**src/rtl/pal_cfg_pkg.sv**
```systemverilog
// pal_cfg_pkg -- shared definitions for the PAL configuration loader.
//   * cfg_state_e      : loader FSM states
//   * bitstream_len()  : config bitstream length for a PAL geometry, also
//                        used by the PAL top wrapper so both sides agree
//   * CRC8_POLY        : CRC-8 polynomial (x^8 + x^2 + x + 1)
//   * UIO_CFG_*        : PAL uio_in pin indices fed by the loader
package pal_cfg_pkg;

  typedef enum logic [2:0] {
    IDLE,
    LOAD,
    SETUP,
    HIGH,
    SETTLE,
    DONE
  } cfg_state_e;

  localparam logic [7:0] CRC8_POLY = 8'h07;

  localparam int UIO_CFG_DATA = 0;
  localparam int UIO_CFG_EN   = 1;
  localparam int UIO_CFG_CLK  = 2;

  // Two literal columns per input per product-term stage, plus one OR-plane
  // connection per stage per output.
  function automatic int bitstream_len(input int num_inputs,
                                       input int num_outputs,
                                       input int num_stages);
    return 2 * num_inputs * num_stages + num_stages * num_outputs;
  endfunction

endpackage

```
**src/rtl/pal_cfg_crc8.sv**
```systemverilog
// pal_cfg_crc8 -- bit-serial CRC-8 register (poly 0x07, init 0x00,
// MSB-first / non-reflected). One message bit is folded in per enabled cycle.
// Ports:
//   clk    in  : clock, rising edge
//   rst    in  : synchronous active-high reset (clears CRC)
//   clr    in  : synchronous clear back to the 0x00 seed
//   en     in  : fold bit_in into the CRC this cycle
//   bit_in in  : message bit
//   crc    out : current CRC value (registered)
module pal_cfg_crc8
  import pal_cfg_pkg::*;
(
  input  logic       clk,
  input  logic       rst,
  input  logic       clr,
  input  logic       en,
  input  logic       bit_in,
  output logic [7:0] crc
);

  logic [7:0] crc_q;
  logic [7:0] crc_d;

  always_comb begin
    crc_d = crc_q;
    if (clr) begin
      crc_d = 8'h00;
    end else if (en) begin
      // Feedback is the outgoing MSB xor the incoming message bit.
      crc_d = {crc_q[6:0], 1'b0} ^ ((crc_q[7] ^ bit_in) ? CRC8_POLY : 8'h00);
    end
  end

  always_ff @(posedge clk) begin
    if (rst) begin
      crc_q <= 8'h00;
    end else begin
      crc_q <= crc_d;
    end
  end

  assign crc = crc_q;

endmodule

```
**src/rtl/pal_cfg_loader.sv**
```systemverilog
// pal_cfg_loader -- streams a PAL configuration bitstream from a byte-wide
// valid/ready interface onto the PAL serial config pins (LSB of each byte
// first), then raises the PAL enable once the bitstream has settled.
// Optional feature macro: PAL_CFG_CRC_EN (CRC-8 over the shifted bits);
// when undefined, crc is tied to zero.
// Ports:
//   clk      in      : system clock, rising edge
//   rst      in      : synchronous active-high reset
//   start    in      : one-cycle pulse, begins a load (from IDLE or DONE)
//   run      in      : user gate for the PAL enable
//   s_data   in  [8] : bitstream byte, bit 0 shifted first
//   s_valid  in      : byte valid
//   s_ready  out     : loader accepts a byte this cycle
//   cfg_data out     : PAL config data  (uio_in[0])
//   cfg_en   out     : PAL enable       (uio_in[1]) = done & run
//   cfg_clk  out     : PAL config clock (uio_in[2])
//   busy     out     : load in progress
//   done     out     : bitstream fully shifted and settled
//   crc      out [8] : CRC-8 of the shifted bits
module pal_cfg_loader
  import pal_cfg_pkg::*;
#(
  parameter int NUM_INPUTS        = 8,
  parameter int NUM_OUTPUTS       = 4,
  parameter int NUM_INTERM_STAGES = 14,
  parameter int CLK_DIV           = 2,
  parameter int SETTLE_CYCLES     = 4
) (
  input  logic       clk,
  input  logic       rst,
  input  logic       start,
  input  logic       run,
  input  logic [7:0] s_data,
  input  logic       s_valid,
  output logic       s_ready,
  output logic       cfg_data,
  output logic       cfg_en,
  output logic       cfg_clk,
  output logic       busy,
  output logic       done,
  output logic [7:0] crc
);

  localparam int BITSTREAM_LEN = bitstream_len(NUM_INPUTS, NUM_OUTPUTS, NUM_INTERM_STAGES);
  localparam int CNT_W         = $clog2(BITSTREAM_LEN + 1);
  // One phase counter serves the low, high and settle intervals.
  localparam int PHASE_MAX     = (CLK_DIV > SETTLE_CYCLES) ? CLK_DIV : SETTLE_CYCLES;
  localparam int PH_W          = (PHASE_MAX > 1) ? $clog2(PHASE_MAX) : 1;

  localparam logic [CNT_W-1:0] LEN_C       = CNT_W'(BITSTREAM_LEN);
  localparam logic [PH_W-1:0]  DIV_LAST    = PH_W'(CLK_DIV - 1);
  localparam logic [PH_W-1:0]  SETTLE_LAST = PH_W'(SETTLE_CYCLES - 1);

  cfg_state_e       state_q,    state_d;
  logic [CNT_W-1:0] bit_cnt_q,  bit_cnt_d;
  logic [2:0]       bit_idx_q,  bit_idx_d;
  logic [7:0]       shreg_q,    shreg_d;
  logic [PH_W-1:0]  phase_q,    phase_d;
  logic             cfg_data_q, cfg_data_d;
  logic             cfg_clk_q,  cfg_clk_d;
  logic             s_ready_q,  s_ready_d;
  logic             busy_q,     busy_d;
  logic             done_q,     done_d;

  always_comb begin
    state_d    = state_q;
    bit_cnt_d  = bit_cnt_q;
    bit_idx_d  = bit_idx_q;
    shreg_d    = shreg_q;
    phase_d    = phase_q;
    cfg_data_d = cfg_data_q;

    case (state_q)
      IDLE, DONE: begin
        if (start) begin
          bit_cnt_d = '0;
          bit_idx_d = '0;
          phase_d   = '0;
          state_d   = LOAD;
        end
      end

      LOAD: begin
        if (s_valid && s_ready_q) begin
          shreg_d    = s_data;
          bit_idx_d  = '0;
          phase_d    = '0;
          // Data is presented as SETUP is entered, while cfg_clk is low.
          cfg_data_d = s_data[0];
          state_d    = SETUP;
        end
      end

      SETUP: begin
        // Shift register bit 0 already equals cfg_data here; restating it
        // keeps the pin tied to the register it mirrors.
        cfg_data_d = shreg_q[0];
        if (phase_q == DIV_LAST) begin
          phase_d = '0;
          state_d = HIGH;
        end else begin
          phase_d = phase_q + 1'b1;
        end
      end

      HIGH: begin
        cfg_data_d = shreg_q[0];
        if (phase_q == DIV_LAST) begin
          phase_d   = '0;
          bit_cnt_d = bit_cnt_q + 1'b1;
          bit_idx_d = bit_idx_q + 1'b1;
          shreg_d   = {1'b0, shreg_q[7:1]};
          // Terminal count wins over the byte boundary, so unused tail bits
          // of the last byte are dropped without a clock pulse.
          if (bit_cnt_d == LEN_C) begin
            state_d = SETTLE;
          end else if (bit_idx_q == 3'd7) begin
            state_d = LOAD;
          end else begin
            cfg_data_d = shreg_q[1];
            state_d    = SETUP;
          end
        end else begin
          phase_d = phase_q + 1'b1;
        end
      end

      SETTLE: begin
        if (phase_q == SETTLE_LAST) begin
          phase_d = '0;
          state_d = DONE;
        end else begin
          phase_d = phase_q + 1'b1;
        end
      end

      default: state_d = IDLE;
    endcase

    // Outputs are decoded from the next state so they register in step
    // with the state they describe.
    s_ready_d = (state_d == LOAD);
    cfg_clk_d = (state_d == HIGH);
    busy_d    = (state_d inside {LOAD, SETUP, HIGH, SETTLE});
    done_d    = (state_d == DONE);
  end

  always_ff @(posedge clk) begin
    if (rst) begin
      state_q    <= IDLE;
      bit_cnt_q  <= '0;
      bit_idx_q  <= '0;
      shreg_q    <= '0;
      phase_q    <= '0;
      cfg_data_q <= 1'b0;
      cfg_clk_q  <= 1'b0;
      s_ready_q  <= 1'b0;
      busy_q     <= 1'b0;
      done_q     <= 1'b0;
    end else begin
      state_q    <= state_d;
      bit_cnt_q  <= bit_cnt_d;
      bit_idx_q  <= bit_idx_d;
      shreg_q    <= shreg_d;
      phase_q    <= phase_d;
      cfg_data_q <= cfg_data_d;
      cfg_clk_q  <= cfg_clk_d;
      s_ready_q  <= s_ready_d;
      busy_q     <= busy_d;
      done_q     <= done_d;
    end
  end

`ifdef PAL_CFG_CRC_EN
  logic crc_clr;
  logic crc_en;

  // Seed on the accepted start; fold in the bit being clocked on each
  // HIGH exit. The final value then holds through DONE.
  assign crc_clr = start && ((state_q == IDLE) || (state_q == DONE));
  assign crc_en  = (state_q == HIGH) && (phase_q == DIV_LAST);

  pal_cfg_crc8 u_crc (
    .clk    (clk),
    .rst    (rst),
    .clr    (crc_clr),
    .en     (crc_en),
    .bit_in (shreg_q[0]),
    .crc    (crc)
  );
`else
  assign crc = 8'h00;
`endif

  assign s_ready  = s_ready_q;
  assign cfg_data = cfg_data_q;
  assign cfg_clk  = cfg_clk_q;
  assign busy     = busy_q;
  assign done     = done_q;
  assign cfg_en   = done_q & run;

endmodule
```
**config.mk**
```make
export PLATFORM = sky130hd
export DESIGN_NAME = pal_cfg_loader
export DESIGN_NICKNAME = d
export VERILOG_FILES = /design/src/rtl/pal_cfg_pkg.sv /design/src/rtl/pal_cfg_crc8.sv /design/src/rtl/pal_cfg_loader.sv
export SDC_FILE = /design/constraint.sdc
export NUM_CORES = 1
export LEC_CHECK = 0
export CAP_MARGIN = 5
export CORE_MARGIN = 5
export CORE_UTILIZATION = 40
export DETAILED_ROUTE_END_ITERATION = 7
export GPL_ROUTABILITY_DRIVEN = 0
export GPL_TIMING_DRIVEN = 1
export SETUP_SLACK_MARGIN = 0.5
export SYNTH_ARGS = -nofsm -noshare
export SYNTH_HDL_FRONTEND = slang
export SYNTH_SLANG_ARGS = --single-unit
```
**constraint.sdc**
```tcl
create_clock -name clk -period 2.11 [get_ports clk]
set_input_delay 0.422 -clock clk [delete_from_list [all_inputs] [get_ports clk]]
set_output_delay 0.422 -clock clk [all_outputs]
set_load 0.02 [all_outputs]
```
==> results_dict.tcl <==
set metrics [dict create \
    grt-ovfl-total 0 \
    dr.pass1.iters 4 \
    numPlacedInstances 281 \
    cts_sinks 30 \
    cts_max_path_buffers 2 \
    slew_viol_final 0 \
    seq_area_frac_synth_pct 35.1 \
    synthArstFlopShare_pct 0 \
    powerDensity_mw_per_mm2 556 \
    hold_viol 0 \
    fin_hold_ws_ns 0.460 \
    holdBufCountCts 0 \
    ir_drop_uv 364 \
    synth_top_flop_cell "dfxtp_1" \
    drt-total-wl_um 4010 \
    rsz0062_at_grt "true" \
    vias 1617 \
    cts_root_buffer "clkbuf_8" \
    crit_fanout 3 \
    die_w_um 75.4 \
    die-area_mm2 0.00569 \
    cts_tree "done" \
    core_mm2 0.00409 \
    intPower_uw 925 \
    remaining_drc_errors 0 \
    drive_gt1_share_pct 25.6 \
    grt_util_all_layers_pct 14.8 \
    finalCriticalPeriod_ns 1.64 \
    hold_path.class "reg -> reg" \
    area_growth_pct 30.8 \
    ys_warn_count 0 \
    worst-setup-path-type "reg -> reg" \
    max_freq_ghz 0.611 \
    grt_start_max_net_pins 18 \
    fin_cells 300 \
    grt_pass1_wl_um 6470 \
    endpoint_kind "flip-flop" \
    skew_ns 0.00602 \
    vias_per_cell 5.39 \
    setup_violations 0 \
    clock_latency_ns 0.28 \
    combPwrFrac_pct 15.3 \
    leakage_nw 0.875 \
    period_share_pct 77.5 \
    fp-row-count 23 \
    postRouteAntennaNets 0 \
    power_switching_share_pct 25.7 \
    final_core_util_pct 54.8 \
    clkTransAtPathRegs_ns 0.06 \
    wl_per_cell_um 13.4 \
    fin_nets 268 \
    syn_inst 215 \
    p_clk_share_pct 37.5 \
    diodes 0 \
    synthesis.area_mm2 0.00171 \
    die_h_um 75.4 \
    synth-edff-count 0 \
    grt_pass1_vias 1412 \
    crit_arrival_ns 1.80 \
    io_pins 27 \
    start_kind "flip-flop" \
    synth-seq-cells 30 \
    status "completed" \
    cp.required_ns 2.28 \
    setup-tns-final_ns 0 \
    cts_made_buffers 5 \
    h-tree-depth 2 \
    drtIter0Drc 81 \
    p_seq_share_pct 47.2 \
    io_buffers 18 \
    synth_area_per_cell_um2 7.96 \
    hpwl_um 2740 \
    start_util_pct 41.9 \
    p_total_mw 1.25 \
    p_sw_uw 320 \
    max_cap_violations 0 \
    grt_antenna_before_repair 0 \
    yosys.cell_types.count 48 \
]
final timing paths:
kind / start / endpoint / depth (start not counted) / slack (ns)
worst min-delay path: bit_idx_q[2] / bit_idx_q[2] / 2 / 0.46
worst min register to register: bit_idx_q[2] / bit_idx_q[2] / 2 / 0.46
worst max-delay path: bit_cnt_q[0] / busy / 9 / 0.47
worst max register to register: bit_cnt_q[0] / busy / 9 / 0.47
power by group through the flow:
stage          sequential [mW]  clock [mW]  combinational (mW)
2_1_floorplan            0.606           0               0.108
3_3_place_gp             0.601           0               0.170
3_5_place_dp             0.602           0               0.170
4_1_cts                  0.587       0.491               0.176
5_1_grt                  0.589       0.516               0.209
6_report                 0.588       0.468               0.190
synthesized netlist by cell type, types with 2 or more instances:
| library cell | number | area, um^2 |
|---|---|---|
| nand2_1 | 23 | 86.3 |
| nand4_1 | 4 | 25.0 |
| buf_4 | 8 | 60.1 |
| inv_1 | 4 | 15.0 |
| o21ai_0 | 10 | 50.1 |
| buf_2 | 8 | 40.0 |
| nor3_1 | 2 | 10.0 |
| clkbuf_1 | 5 | 18.8 |
| a31oi_1 | 3 | 18.8 |
| a21oi_1 | 13 | 65.1 |
| ha_1 | 6 | 75.1 |
| a311oi_1 | 13 | 114 |
| dfxtp_1 | 30 | 601 |
| nor2b_1 | 3 | 18.8 |
| nand2b_1 | 5 | 31.3 |
| and2_1 | 3 | 18.8 |
| nand3_1 | 13 | 65.1 |
| and3_1 | 2 | 12.5 |
| nor2_1 | 31 | 116 |
area by class of cell:
type	instances	area [um^2]
fill	386	1850
multi-input combinational	165	1100
sequential	30	616
timing repair buffer	42	354
clock buffer	7	86.3
tap	50	62.6
inverter	5	18.8
clock inverter	1	5.00
registers in the layout, indices dropped and copies added, names as in the netlist:
name / count
bit_cnt_q: 9
bit_idx_q: 3
busy: 1
cfg_clk: 1
cfg_data: 1
done: 1
phase_q: 2
s_ready: 1
shreg_q: 8
state_q: 3
worst max-delay path: stages, from the launching register on:
cell and delay [ns]:
dfxtp_4 0.35, ha_4 0.16, nand4b_1 0.15, nor3_4 0.06, buf_4 0.14, a21oi_2 0.16, nor3_4 0.06, buf_4 0.14
buf_4 0.12, a31o_1 0.20
cells in the final DEF, fill, tap and decap left out, drive strengths merged, types with 2 or more instances in the layout:
cell and count:
nor2 31, dfxtp 30, buf 24, nand2 23, nand3 14, a21oi 14
a311oi 13, clkdlybuf4s50 10, o21ai 10, conb 8, clkbuf 8, ha 6
nand2b 5, dlygate4sd2 5, inv 5, nand4 4, nor3 4, and2 3
a31oi 3, nor2b 3, and3 2, dlymetal6s2s 2, mux2i 2, o31ai 2
cell families after synthesis:
family | count (synthesis) | synth area share, %
buffers and inverters | 27 | 8.26
DFF | 30 | 35.1
other | 1 | 0.219
adders and majority gates | 6 | 4.39
muxes | 2 | 1.90
AOI/OAI and AO/OA | 54 | 22.3
and+or+nand+nor | 95 | 27.9
per-stage QoR:
stage / setup slack [ns] / area (um^2)
CTS: 0.396 / 2160
global route: 0.368 / 2240
floorplan: 0.507 / 1760
detailed placement: 0.118 / 1980
finish: 0.474 / 2240
global placement: 0.117 / 1980
timing repair:
item	in CTS	in global routing
endpoints found under the setup margin	29	24
setup buffers	7	4
gates resized for setup	20	16
hold endpoints to repair	0	0
pin swaps	6	6
routing by layer:
| layer | wire length [um] | vias up | GRT usage [%] |
|---|---|---|---|
| met3 | 200 | 8 | 4.35 |
| met1 | 1900 | 755 | 19.4 |
| met2 | 1850 | 33 | 22.5 |
| met5 | 0 | - | 0 |
| met4 | 66 | 0 | 6.21 |
| li1 | - | 821 | - |
(Power assumes the default switching activity.)
